`src/rtl/alarm_key_fsm_pkg.sv`:
```
// Shared definitions for the alarm-clock key-entry path: state encodings,
// the keypad "no key" code and the default entry timeout.
package alarm_key_fsm_pkg;

    typedef enum logic [2:0] {
        SHOW_TIME  = 3'd0,
        SHOW_ALARM = 3'd1,
        KEY_STORED = 3'd2,
        KEY_WAITED = 3'd3,
        KEY_ENTRY  = 3'd4,
        SET_ALARM  = 3'd5,
        SET_TIME   = 3'd6
    } state_t;

    localparam logic [3:0] NOKEY = 4'd10;
    localparam int TIMEOUT_SECS_DEFAULT = 10;

    // Codes above 9 all mean "no key".
    function automatic logic key_is_valid(input logic [3:0] code);
        return (code < NOKEY);
    endfunction

endpackage

```
`src/rtl/alarm_key_fsm_key_timeout_timer.sv`:
```
// Saturating seconds counter that flags when key entry has been idle too long.
module key_timeout_timer
    import alarm_key_fsm_pkg::*;
#(
    parameter int TIMEOUT_SECS = TIMEOUT_SECS_DEFAULT
) (
    input  logic clock,
    input  logic reset,
    input  logic clear,
    input  logic one_second,
    input  logic enable,
    output logic timeout
);

    localparam int CW = $clog2(TIMEOUT_SECS + 1);
    localparam logic [CW-1:0] LAST = CW'(TIMEOUT_SECS);

    logic [CW-1:0] count_reg;

    always_ff @(posedge clock or posedge reset) begin
        if (reset) begin
            count_reg <= '0;
        end else if (clear) begin
            count_reg <= '0;
        end else if (enable && one_second && (count_reg != LAST)) begin
            count_reg <= count_reg + 1'b1;
        end
    end

    // A saturated count still fires on the next pulse, so entry can never stall.
    assign timeout = enable && one_second && (count_reg >= (LAST - 1'b1));

endmodule

```
`src/rtl/alarm_key_fsm.sv`:
```
// Key-entry controller for the alarm clock: sequences digit entry, selects
// what the LCD shows and strobes the key buffer and alarm/time registers.
module alarm_key_fsm
    import alarm_key_fsm_pkg::*;
#(
    parameter int TIMEOUT_SECS = TIMEOUT_SECS_DEFAULT
) (
    input  logic       clock,
    input  logic       reset,
    input  logic       one_second,
    input  logic [3:0] key,
    input  logic       alarm_button,
    input  logic       time_button,
    output logic       show_a,
    output logic       show_new_time,
    output logic       shift,
    output logic       load_new_a,
    output logic       load_new_c
);

    state_t state_reg, state_next;
    logic   key_valid;
    logic   in_entry;
    logic   timeout;

    assign key_valid = key_is_valid(key);
    assign in_entry  = (state_reg == KEY_WAITED) || (state_reg == KEY_ENTRY);

    key_timeout_timer #(
        .TIMEOUT_SECS(TIMEOUT_SECS)
    ) u_timer (
        .clock      (clock),
        .reset      (reset),
        .clear      (!in_entry),
        .one_second (one_second),
        .enable     (in_entry),
        .timeout    (timeout)
    );

    always_ff @(posedge clock or posedge reset) begin
        if (reset) begin
            state_reg <= SHOW_TIME;
        end else begin
            state_reg <= state_next;
        end
    end

    always_comb begin
        state_next    = state_reg;
        show_a        = 1'b0;
        show_new_time = 1'b0;
        shift         = 1'b0;
        load_new_a    = 1'b0;
        load_new_c    = 1'b0;
        case (state_reg)
            SHOW_TIME: begin
                if (alarm_button)   state_next = SHOW_ALARM;
                else if (key_valid) state_next = KEY_STORED;
            end
            SHOW_ALARM: begin
                show_a = 1'b1;
                if (!alarm_button) state_next = SHOW_TIME;
            end
            KEY_STORED: begin
                shift         = 1'b1;
                show_new_time = 1'b1;
                state_next    = KEY_WAITED;
            end
            // Wait for the digit to be released so a held key shifts once.
            KEY_WAITED: begin
                show_new_time = 1'b1;
                if (!key_valid)   state_next = KEY_ENTRY;
                else if (timeout) state_next = SHOW_TIME;
            end
            KEY_ENTRY: begin
                show_new_time = 1'b1;
                if (alarm_button)     state_next = SET_ALARM;
                else if (time_button) state_next = SET_TIME;
                else if (key_valid)   state_next = KEY_STORED;
                else if (timeout)     state_next = SHOW_TIME;
            end
            SET_ALARM: begin
                load_new_a = 1'b1;
                state_next = SHOW_TIME;
            end
            SET_TIME: begin
                load_new_c = 1'b1;
                state_next = SHOW_TIME;
            end
            default: state_next = SHOW_TIME;
        endcase
    end

endmodule
```
`config.mk`:
```
export PLATFORM = sky130hd
export DESIGN_NAME = alarm_key_fsm
export DESIGN_NICKNAME = d
export VERILOG_FILES = /design/src/rtl/alarm_key_fsm_pkg.sv /design/src/rtl/alarm_key_fsm_key_timeout_timer.sv /design/src/rtl/alarm_key_fsm.sv
export SDC_FILE = /design/constraint.sdc
export NUM_CORES = 1
export LEC_CHECK = 0
export ABC_AREA = 1
export BUFFER_PORTS_ARGS = -buffer_cell sky130_fd_sc_hd__buf_2
export CAP_MARGIN = 25
export CORE_AREA = 2 2 39 41
export DETAILED_ROUTE_END_ITERATION = 8
export DIE_AREA = 0 0 41 43
export MAX_ROUTING_LAYER = met4
export PLACE_DENSITY = 0.75
export SYNTH_ARGS = -nofsm -noshare
export SYNTH_HDL_FRONTEND = slang
export SYNTH_SLANG_ARGS = --single-unit
```
`constraint.sdc`:
```
create_clock -name clock -period 1.35 [get_ports clock]
set_input_delay 0.3375 -clock clock [delete_from_list [all_inputs] [get_ports clock]]
set_output_delay 0.3375 -clock clock [all_outputs]
set_load 0.02 [all_outputs]
```
Word-level counts from Yosys, hierarchy flattened
Cells that the tools add are included.
Word-level totals
  logic and storage cells: 38
  input bits: 9
  register bits: 7
  output and inout bits: 5
  bits in writable memories: 0
  memories kept: 0
  bits in latches: 0
  memory bits (read-only): 0
Cells by class
  bitwise gates (word level): 0
  muxes and demuxes: 16
  divide/modulo/power cells: 0
  shift-type cells: 0
  $add $sub $neg: 1
  reduce and logical (&&, ||, !) cells: 7
  multiply operators: 0
  order comparisons: 2
  eq/ne operators: 10
Operator list (count)
  $mux W3: 8
  $pmux W3 S5: 1
  $eq A3 B3 Y1 const B: 3
  $mux W4: 2
  $eq A3 B2 Y1 const B: 2
  $mux W1: 5
  $add A4 B1 Y4 const B: 1
  $ge A4 B4 Y1 const B: 1
  $lt A4 B4 Y1 const B: 1
  $ne A2 B2 Y1 const B: 2
  $ne A4 B4 Y1 const B: 1
  $eq A3 B1 Y1 const B: 1
  $logic_and A1 B1 Y1: 3
  $logic_not A3 Y1: 1
  $ne A3 B3 Y1 const B: 1
  $reduce_or A3 Y1: 1
  $reduce_and A2 Y1: 1
  $logic_or A1 B1 Y1: 1

Depth between registers and ports, before layout
Gate-level depths: netlist of run 1.
  word-level depth: 9
  mapped depth: 9
  mapped depth without buffers: 9

Cells and area by module
Synthesis of run 1 repeated with hierarchy kept, for this count alone.
Second synthesis, totals
  cell total of the unflattened synthesis: 85
  area, all modules: 619.3 sq um
Modules (own cells, without submodules)
  alarm_key_fsm: instances 1, cells an instance 43, seq. area each 75.1 sq um, area an instance 314.1 sq um
  key_timeout_timer: instances 1, cells an instance 42, seq. area each 100.1 sq um, area an instance 305.3 sq um

Worst setup path after synthesis of run 1
No wires, ideal clock.
  path kind: register to register
  from: register state_reg[1]
  to: register state_reg[1]
  required time: 1224 ps
  data arrival time: 1318 ps
  path buffers: 1
  cell stages (with the launch flop): 6
  library setup time: 126 ps
  period minus slack after synthesis: 1444 ps
  setup slack: -94 ps
  cell sequence: dfrtp_1 > buf_6 > nor3_1 > nand2_1 > o21ai_0 > a21oi_2
On the way
  word-level cells in the longest chain between the ends: 9
  elaborated cells on any way between the ends: 17
  classes of those cells: 6 x eq/ne; 6 x mux; 5 x reduce/logical
Ends and longest elaborated chain
  start, declared: line alarm_key_fsm.sv:21  | state_t state_reg, state_next;
  start signal, assigned: line alarm_key_fsm.sv:44  | state_reg <= state_next;
  $eq A3 B2 Y1 or $eq A3 B3 Y1 (tied branches): line alarm_key_fsm.sv:27, alarm_key_fsm.sv:55
  $logic_or A1 B1 Y1: line alarm_key_fsm.sv:27  | assign in_entry = (state_reg == KEY_WAITED) || (state_reg == KEY_ENTRY);
  $logic_and A1 B1 Y1 (2 in a row): line alarm_key_fsm_key_timeout_timer.sv:31  | assign timeout = enable && one_second && (count_reg >= (LAST - 1'b1));
  $mux W3 (4 in a row)
  $pmux W3 S5: line alarm_key_fsm.sv:55  | case (state_reg)
Parallel ways exist; a longest one is shown, timed or not.
A chain may end at the register's enable or synchronous reset.

Final worst setup path of run 1
  from: register state_reg[1]
  to: output port load_new_a
On the way
  word-level cells in the longest chain between the ends: 2
Ends and longest elaborated chain
  $eq A3 B3 Y1: line alarm_key_fsm.sv:55
  $mux W1: line alarm_key_fsm.sv:55
  end, declared: line alarm_key_fsm.sv:17  | output logic load_new_a,
Every way passes these cells.

==> results of run 1 <==
-- path summary, 6_finish.rpt --
kind | slack [ps] | startpoint | end | cells past startpoint
min in group asynchronous | 540 | reset | u_timer.count_reg[3]$_DFFE_PP0P_ | 3
max in group asynchronous | 570 | reset | state_reg[1]$_DFFE_PP0P_ | 3
worst max-delay path | -170 | state_reg[1]$_DFFE_PP0P_ | load_new_a | 2
worst max register to register | -30 | state_reg[1]$_DFFE_PP0P_ | state_reg[1]$_DFFE_PP0P_ | 8
worst min register to register | 620 | u_timer.count_reg[2]$_DFFE_PP0P_ | u_timer.count_reg[2]$_DFFE_PP0P_ | 2
worst min-delay path | 380 | alarm_button | state_reg[0]$_DFFE_PP0P_ | 3
-- stage by stage --
stage | utilization (%) | hold slack, ps | setup slack, ps | power [mW]
after CTS | 60.4 | 377 | -108 | 1.47
after global placement | 48.3 | 269 | 7.90 | 0.967
after floorplan | - | 141 | 5.14 | 0.782
after detailed placement | 48.3 | 273 | -36.7 | 0.992
final | 64.6 | 382 | -172 | 1.62
after global routing | 64.6 | 410 | -223 | 1.74
-- power breakdown --
group / internal, mW / leakage (nW) / total [mW] / switching, mW
registers: 0.269 / 0.0916 / 0.371 / 0.101
logic: 0.506 / 0.302 / 1.06 / 0.552
clock network: 0.113 / 0.0150 / 0.196 / 0.0829
total: 0.888 / 0.409 / 1.62 / 0.736
-- routing by layer --
metal / part of all wire [%] / wire [um]
met1: 42 / 643
met2: 55 / 843
met3: 2.5 / 39
met4: 0.52 / 8
met5: 0 / 0
-- layout make-up --
class,instances,area [um2],area share [%]
flip-flops and latches,7,178,19.9
well taps,16,20.0,2.24
multi-input cells,54,404,45.2
repair buffers,30,226,25.3
inverters,10,40.0,4.48
clock buffers,4,26.3,2.94
-- layout by cell type, fill, tap and decap left out, drive strengths merged, types with 2 or more instances in the layout --
cell,netlist,final
nor2,7,7
inv,10,10
nand2,14,14
dfrtp,7,7
buf,1,29
a21oi,3,3
nand3,12,12
o21ai,6,6
nand4,2,2
clkbuf,0,4
nor3,2,2
ha,4,4
-- worst max-delay path, delay by kind of cell (launching register included) --
family,cells,cell delay [ps]
DFF,1,490
and+or+nand+nor,1,240
buffers and inverters,1,210
-- cells by family (layout without fill, tap and decap cells) --
group                      count (synthesis)  in the layout  synth area share (%)
adders and majority gates                  4              4                  9.11
and+or+nand+nor                           38             38                  36.9
DFF                                        7              7                  31.9
AOI/OAI and AO/OA                         11             11                  11.6
buffers and inverters                     11             44                  8.88
xor gates and xnor gates                   1              1                  1.59
-- repair_timing --
item	in CTS	in global routing
setup endpoints to repair	12	12
pin swaps	4	5
hold buffers	1	0
buffers inserted	9	2
gates resized for setup	18	11
hold endpoints to repair	7	0
cloned	0	0
==> impl_metrics.env, run 1 <==
export IMPL_run_status="complete, but fails checks"
export IMPL_violations="setup timing"
export IMPL_crit_path_start_kind="flop"
export IMPL_max_freq_ghz=0.657
export IMPL_overflow=0
export IMPL_fin_cells=121
export IMPL_place_area_um2=668
export IMPL_cts_sinks=7
export IMPL_synth_edf_count=0
export IMPL_tritoncts="done"
export IMPL_rows=14
export IMPL_dp_cells=105
export IMPL_postRouteAntennaNets=0
export IMPL_grt_busiest_layer="met2"
export IMPL_vias=614
export IMPL_grt_util_met1_pct=25.8
export IMPL_firstDrtPassIters=4
export IMPL_diodes=0
export IMPL_final_hold_viol_count=0
export IMPL_cts_root_buf="clkbuf_4"
export IMPL_fin_skew_ps=9.71
export IMPL_ys_seq_area_share_pct=31.9
export IMPL_leakage_nw=0.409
export IMPL_drt_wl_total_um=1530
export IMPL_viasPerCell=5.07
export IMPL_setup_tns_final_ps=-628
export IMPL_clk_pin_slew_ps=60
export IMPL_ys_ff_latch=7
export IMPL_drv_slew=0
export IMPL_drcViolationCount=0
export IMPL_worstMarginPinSlew_ps=260
export IMPL_wl_per_cell_um=12.7
export IMPL_avgSynthCellArea_um2=7.63
export IMPL_power_density_mw_per_mm2=1820
export IMPL_initial_utilization_pct=39.7
export IMPL_report_final_setup_viol=7
export IMPL_track_usage_pct=22.0
export IMPL_fp_dieH_um=43
export IMPL_core_area_mm2=0.00138
export IMPL_fin_nets=119
export IMPL_endpoint_kind="output pin"
export IMPL_grt_max_degree=8
export IMPL_hpwl_um=934
export IMPL_synthTopCellsByCount="nand2_1 (11), inv_1 (9), nand3_1 (8)"
export IMPL_antenna_found_initial=0
export IMPL_syn_cell_area_um2=549
export IMPL_die_w_um=41
export IMPL_layout_min_cycle_time_ps=1520
export IMPL_fin_crit_sh_pct=113
export IMPL_fillers=118
export IMPL_synth_distinct_cells=21
export IMPL_slew_headroom_pct=82.6
export IMPL_rsz0062_at_grt="yes"
export IMPL_drive_gt1_share_pct=49.5
export IMPL_cp_slowest_stage_delay_ps=490
export IMPL_syn_inst=72
export IMPL_yosysWarnings=0
export IMPL_htree_levels=1
export IMPL_critPathKind="reg -> out"
export IMPL_critPathSlowestCell="dfrtp_2"
export IMPL_clockBufferDepth=2
export IMPL_use_met3_pct=6.28
export IMPL_setup_slack_ps=-172
export IMPL_area_delta_synth_final_pct=62.9
export IMPL_synthMostInstantiatedCell="nand2_1"
export IMPL_synth_flop_cell="dfrtp_1"
export IMPL_critPathRequiredTime_ps=1010
export IMPL_synth_area_top_cells="dfrtp_1 (32%), ha_1 (9.1%), nand2_1 (7.5%)"
export IMPL_largest_register_ffs=4
export IMPL_crit_chain="nor3_1 > buf_2"
export IMPL_yosysTopAreaCell="dfrtp_1"
export IMPL_synth_top_cell_area_share_pct=31.9
export IMPL_peakVddDrop_mv=0.965
export IMPL_dr_first_iter_drc_count=15
export IMPL_numCtsBuffers=3
export IMPL_clock_latency_ps=260
export IMPL_fin_area_um2=895
export IMPL_worstPathMaxFanout=7
export IMPL_grt_pass1_wl_um=2530
export IMPL_arrival_ps=1180
export IMPL_place_port_buffers=12
export IMPL_syn_num_nets=85
export IMPL_pin_count=14
export IMPL_grt_pass1_vias=560
export IMPL_ys_async_sr_fraction_pct=100
export IMPL_max_cap_viol_count=0
export IMPL_grtUsageMet2_pct=34.1
export IMPL_gp_congestion=0.823
export IMPL_min_path_type="in -> reg"
export IMPL_die_area_mm2=0.00176
No activity file was read; power rests on OpenSTA's default activity.
==> inputs of run 2 (changes only) <==
--- a/config.mk
+++ b/config.mk
@@ -13,6 +13,7 @@
 export DIE_AREA = 0 0 41 43
 export MAX_ROUTING_LAYER = met4
 export PLACE_DENSITY = 0.75
+export SETUP_SLACK_MARGIN = 0.1
 export SYNTH_ARGS = -nofsm -noshare
 export SYNTH_HDL_FRONTEND = slang
 export SYNTH_SLANG_ARGS = --single-unit
==> run 2 against run 1 <==
Against the previous run:
- the run still ends with setup timing left
- worst hold slack got worse by 370 ps
- register-to-register slack barely moved
- clock power fell by 4%
- sequential power rose by 2%
- final cell count fell by 4.1%
- critical path type unchanged
- largest power group unchanged
==> impl_metrics.env, run 2 (same netlist as run 1, synthesis figures left out) <==
export IMPL_firstDrtPassIters=4
export IMPL_run_status="complete, but fails checks"
export IMPL_dr_first_iter_drc_count=14
export IMPL_report_final_setup_viol=6
export IMPL_min_path_type="in -> async"
export IMPL_endpoint_kind="output pin"
export IMPL_htree_levels=1
export IMPL_rows=14
export IMPL_peakVddDrop_mv=1.02
export IMPL_worstPathMaxFanout=4
export IMPL_final_hold_viol_count=0
export IMPL_final_cell_mix="buf_4 (11), nand2_1 (8), buf_2 (7), buf_6 (7), inv_1 (6)"
export IMPL_crit_buf_inv=2
export IMPL_vias=595
export IMPL_drv_slew=0
export IMPL_seq_power_share_pct=23.2
export IMPL_crit_chain="inv_4 > nand2_2 > nor2_2 > buf_6"
export IMPL_fin_area_um2=888
export IMPL_violations="setup timing"
export IMPL_hpwl_um=987
export IMPL_diodes=0
export IMPL_clock_latency_ps=250
export IMPL_drive_gt1_share_pct=56.0
export IMPL_viasPerCell=5.13
export IMPL_endpoint="load_new_c"
export IMPL_fp_dieH_um=43
export IMPL_layout_min_cycle_time_ps=1450
export IMPL_antenna_found_initial=0
export IMPL_power_share_switching_pct=46.0
export IMPL_die_area_mm2=0.00176
export IMPL_overflow=0
export IMPL_rsz0062_at_grt="yes"
export IMPL_setup_slack_ps=-99.2
export IMPL_critPathKind="reg -> out"
export IMPL_grt_pass1_wl_um=2460
export IMPL_wl_per_cell_um=13.2
export IMPL_place_area_um2=691
export IMPL_setup_tns_final_ps=-479
export IMPL_arrival_ps=1110
export IMPL_rr_endpoint="state_reg[1]$_DFFE_PP0P_"
export IMPL_drt_wl_total_um=1530
export IMPL_worstSetupPathDepth=4
export IMPL_cts_root_buf="clkbuf_4"
export IMPL_worstMarginPinSlew_ps=282
export IMPL_track_usage_pct=21.3
export IMPL_numCtsBuffers=3
export IMPL_pin_count=14
export IMPL_intPower_mw=0.881
export IMPL_drcViolationCount=0
export IMPL_fin_crit_sh_pct=107
export IMPL_leakage_nw=0.380
export IMPL_largest_register_ffs=4
export IMPL_gp_congestion=0.852
export IMPL_initial_utilization_pct=39.7
export IMPL_path_delay_family="flip-flops"
export IMPL_critPathSlowestCell="dfrtp_2"
export IMPL_grt_pass1_vias=568
export IMPL_core_area_mm2=0.00138
export IMPL_critPathRequiredTime_ps=1010
export IMPL_fin_skew_ps=4.25
export IMPL_rr_worst_depth=8
export IMPL_rrSetupSlack_ps=-30
export IMPL_power_mw=1.63
export IMPL_cts_sinks=7
export IMPL_cts_hold_buf=0
export IMPL_crit_path_start="state_reg[0]$_DFFE_PP0P_"
export IMPL_fin_cells=116
export IMPL_cp_slowest_stage_delay_ps=460
export IMPL_power_density_mw_per_mm2=1840
export IMPL_final_common_cell="buf_4"
export IMPL_clockBufferDepth=2
export IMPL_timing_hold_ws_ps=7.43
export IMPL_die_w_um=41
export IMPL_power_frac_comb_pct=65.2
export IMPL_tritoncts="done"
export IMPL_p_switching_mw=0.751
export IMPL_max_freq_ghz=0.690
export IMPL_max_cap_viol_count=0
export IMPL_r2r_start="state_reg[1]$_DFFE_PP0P_"
export IMPL_slew_headroom_pct=81.0
export IMPL_grt_max_degree=8
export IMPL_clk_pin_slew_ps=50
export IMPL_dp_cells=107
export IMPL_postRouteAntennaNets=0
export IMPL_fin_nets=114
export IMPL_crit_path_start_kind="flop"
export IMPL_clockPowerShare_pct=11.5
export IMPL_area_delta_synth_final_pct=61.7
export IMPL_place_port_buffers=12
[run 2: timing repair]
action,in CTS,in global routing
endpoints found under the setup margin,10,12
pin swaps,4,8
buffers inserted,5,0
resized for setup,25,16
[run 2: area by class of cell]
type	instances	area, um2
Clock buffer	4	26.3
Fill cell	112	495
Inverter	10	42.5
Multi-Input combinational cell	54	424
Sequential cell	7	179
Tap cell	16	20.0
Timing Repair Buffer	25	196
[run 2: stage by stage]
step / util (%) / worst slack [ps]
after detailed placement: 49.9 / 15.1
after global routing: 64.2 / -147
after floorplan: - / 74.8
final: 64.2 / -99.2
after global placement: 49.9 / 29.8
after CTS: 61.0 / -84.1
[run 2: power by group through the flow]
stage	logic, mW	clock network [mW]	registers [mW]
CTS	0.948	0.192	0.356
global route	1.15	0.200	0.390
floorplan	0.470	0	0.325
finish	1.06	0.188	0.379
detailed placement	0.703	0	0.342
global placement	0.685	0	0.337
[run 2: worst min-delay path by stage]
stage                                       end  cells after the start
2_1_floorplan          state_reg[0]$_DFFE_PP0P_                      1
3_3_place_gp           state_reg[1]$_DFFE_PP0P_                      2
3_5_place_dp           state_reg[1]$_DFFE_PP0P_                      2
4_1_cts                state_reg[2]$_DFFE_PP0P_                      2
5_1_grt        u_timer.count_reg[3]$_DFFE_PP0P_                      2
6_report       u_timer.count_reg[3]$_DFFE_PP0P_                      2
[run 2: routing by layer]
layer | global-route usage (%) | vias up | wire length (um)
li1 | - | 298 | -
met1 | 27.3 | 280 | 636
met2 | 31.9 | 13 | 828
met3 | 6.28 | 4 | 44
met4 | 6.00 | 0 | 22
met5 | - | - | 0
[run 2: worst register-to-register path, delay by kind of cell (launching register included)]
| family | cells | cell delay (ps) |
|---|---|---|
| compound gates | 1 | 50 |
| flops | 1 | 490 |
| simple gates | 5 | 490 |
| buf+inv | 2 | 240 |
==> inputs of run 3 (changes only) <==
--- a/config.mk
+++ b/config.mk
@@ -5,14 +5,13 @@
 export SDC_FILE = /design/constraint.sdc
 export NUM_CORES = 1
 export LEC_CHECK = 0
-export ABC_AREA = 1
 export BUFFER_PORTS_ARGS = -buffer_cell sky130_fd_sc_hd__buf_2
 export CAP_MARGIN = 25
 export CORE_AREA = 2 2 39 41
 export DETAILED_ROUTE_END_ITERATION = 8
 export DIE_AREA = 0 0 41 43
 export MAX_ROUTING_LAYER = met4
-export PLACE_DENSITY = 0.75
+export PLACE_DENSITY = 0.69
 export SETUP_SLACK_MARGIN = 0.1
 export SYNTH_ARGS = -nofsm -noshare
 export SYNTH_HDL_FRONTEND = slang
==> run 3 against run 2 <==
Against the previous run:
- the flow still finishes with violations (setup timing)
- wire length down 15%
- power decreased by 19%
- non-clock buffer count rose by 2
- critical endpoint is now show_new_time
==> impl_metrics.env, run 3 <==
export IMPL_postRouteAntennaNets=0
export IMPL_ys_seq_area_share_pct=36.4
export IMPL_grt_max_degree=8
export IMPL_synth_distinct_cells=28
export IMPL_drv_slew=0
export IMPL_diodes=0
export IMPL_fp_dieH_um=43
export IMPL_track_usage_pct=16.9
export IMPL_crit_path_start_kind="flop"
export IMPL_avgSynthCellArea_um2=8.45
export IMPL_clock_latency_ps=250
export IMPL_power_mw=1.32
export IMPL_slew_headroom_pct=79.7
export IMPL_syn_inst=57
export IMPL_drive_gt1_share_pct=60.9
export IMPL_syn_num_nets=70
export IMPL_drt_wl_total_um=1300
export IMPL_rsz0062_at_grt="yes"
export IMPL_worstPathMaxFanout=2
export IMPL_antenna_found_initial=0
export IMPL_tritoncts="done"
export IMPL_numCtsBuffers=3
export IMPL_core_area_mm2=0.00138
export IMPL_dr_first_iter_drc_count=4
export IMPL_violations="setup timing"
export IMPL_clockBufferDepth=2
export IMPL_final_common_cell="buf_4"
export IMPL_yosysTopAreaCell="dfrtp_1"
export IMPL_rows=14
export IMPL_setup_tns_final_ps=-566
export IMPL_cts_root_buf="clkbuf_4"
export IMPL_synth_flop_cell="dfrtp_1"
export IMPL_critPathKind="reg -> out"
export IMPL_fin_util_pct=61.0
export IMPL_area_delta_synth_final_pct=75.3
export IMPL_place_port_buffers=12
export IMPL_report_final_setup_viol=9
export IMPL_wl_per_cell_um=12.6
export IMPL_overflow=0
export IMPL_fin_crit_sh_pct=115
export IMPL_viasPerCell=5.32
export IMPL_gp_congestion=0.701
export IMPL_largest_register_ffs=4
export IMPL_cts_sinks=7
export IMPL_arrival_ps=1210
export IMPL_run_status="complete, but fails checks"
export IMPL_synth_top_cell_area_share_pct=36.4
export IMPL_setup_slack_ps=-196
export IMPL_cp_slowest_stage_delay_ps=400
export IMPL_min_path_type="in -> async"
export IMPL_fin_skew_ps=1.65
export IMPL_initial_utilization_pct=34.8
export IMPL_clk_pin_slew_ps=60
export IMPL_power_density_mw_per_mm2=1560
export IMPL_synth_edf_count=0
export IMPL_die_area_mm2=0.00176
export IMPL_ys_async_sr_fraction_pct=100
export IMPL_grt_pass1_wl_um=1950
export IMPL_die_w_um=41
export IMPL_grt_pass1_vias=512
export IMPL_htree_levels=1
export IMPL_final_hold_viol_count=0
export IMPL_peakVddDrop_mv=0.529
export IMPL_ys_ff_latch=7
export IMPL_synthTopCellsByCount="dfrtp_1 (7), o21ai_0 (7), inv_1 (5), nor2_1 (5), ha_1 (4)"
export IMPL_max_freq_ghz=0.647
export IMPL_fin_nets=101
export IMPL_fin_cells=103
export IMPL_critPathSlowestCell="or3b_4"
export IMPL_vias=548
export IMPL_hpwl_um=846
export IMPL_crit_chain="or3b_4 > nand2_4 > buf_6"
export IMPL_final_cell_mix="buf_4 (13), buf_2 (7), buf_6 (7)"
export IMPL_firstDrtPassIters=4
export IMPL_layout_min_cycle_time_ps=1550
export IMPL_critPathRequiredTime_ps=1010
export IMPL_syn_cell_area_um2=482
export IMPL_leakage_nw=0.369
export IMPL_drcViolationCount=0
export IMPL_dp_cells=91
export IMPL_pin_count=14
export IMPL_endpoint_kind="output pin"
export IMPL_max_cap_viol_count=0
export IMPL_yosysWarnings=0
export IMPL_synth_area_top_cells="dfrtp_1 (36%), ha_1 (10%), o21ai_0 (7.3%)"
export IMPL_worstMarginPinSlew_ps=302
export IMPL_dp_slack_ps=-80.5
[run 3: cell types whose count changed after synthesis, sizes merged, moves of 2 or more]
cell | previous run | this run
inv | 10 | 6
nand2 | 14 | 3
nand2b | 0 | 2
nand3 | 12 | 2
nor2 | 7 | 5
o21ai | 6 | 8
[run 3: cell families after synthesis]
logic type / count (synthesis) / share of synthesized area (%)
buf+inv: 7 / 5.71
fa+ha+maj: 4 / 10.4
flops: 7 / 36.4
simple gates: 22 / 26.0
compound gates: 16 / 19.7
xor+xnor: 1 / 1.82
[run 3: through the flow]
step	instance area [um2]	hold slack, ps
2_1_floorplan	499	141
3_3_place_gp	627	275
3_5_place_dp	627	282
4_1_cts	783	8.43
5_1_grt	845	24.4
6_report	845	8.79
[run 3: final timing paths]
kind	slack [ps]	end	start	depth (start not counted)
min in group clock	390	u_timer.count_reg[1]$_DFFE_PP0P_	one_second	3
worst min register to register	610	state_reg[0]$_DFFE_PP0P_	state_reg[0]$_DFFE_PP0P_	2
max in group asynchronous	1110	u_timer.count_reg[1]$_DFFE_PP0P_	reset	2
worst min-delay path	9	state_reg[2]$_DFFE_PP0P_	reset	2
worst max-delay path	-200	show_new_time	state_reg[0]$_DFFE_PP0P_	3
worst max register to register	-100	u_timer.count_reg[2]$_DFFE_PP0P_	u_timer.count_reg[0]$_DFFE_PP0P_	5
[run 3: critical path: cells and delay by family, from the launching register on]
kind / cells / cell delay [ps]
DFF: 1 / 390
and+or+nand+nor: 2 / 470
buffers and inverters: 1 / 110
[run 3: layout make-up]
cell class,instances,area (um2)
sequential,7,176
multi-input combinational,43,383
timing repair buffer,27,211
tap,16,20.0
fill,125,539
inverter,6,27.5
clock buffer,4,26.3
[run 3: where the power goes]
| group | internal [mW] | switching [mW] |
|---|---|---|
| logic | 0.435 | 0.402 |
| clock network | 0.113 | 0.0805 |
| registers | 0.254 | 0.0367 |
| total | 0.803 | 0.519 |
[run 3: repair_timing]
action | in CTS | in global routing
pin swaps | 9 | 7
gates resized for setup | 25 | 14
setup buffers | 6 | 3
endpoints found under the setup margin | 12 | 12
hold buffers | 0 | 0
[run 3: routing by layer]
metal	routed length (um)	GRT usage, %	up-vias
li1	-	-	266
met1	465	15.6	263
met2	759	30.6	17
met3	67	4.71	2
met4	10	6.00	0
met5	0	-	-
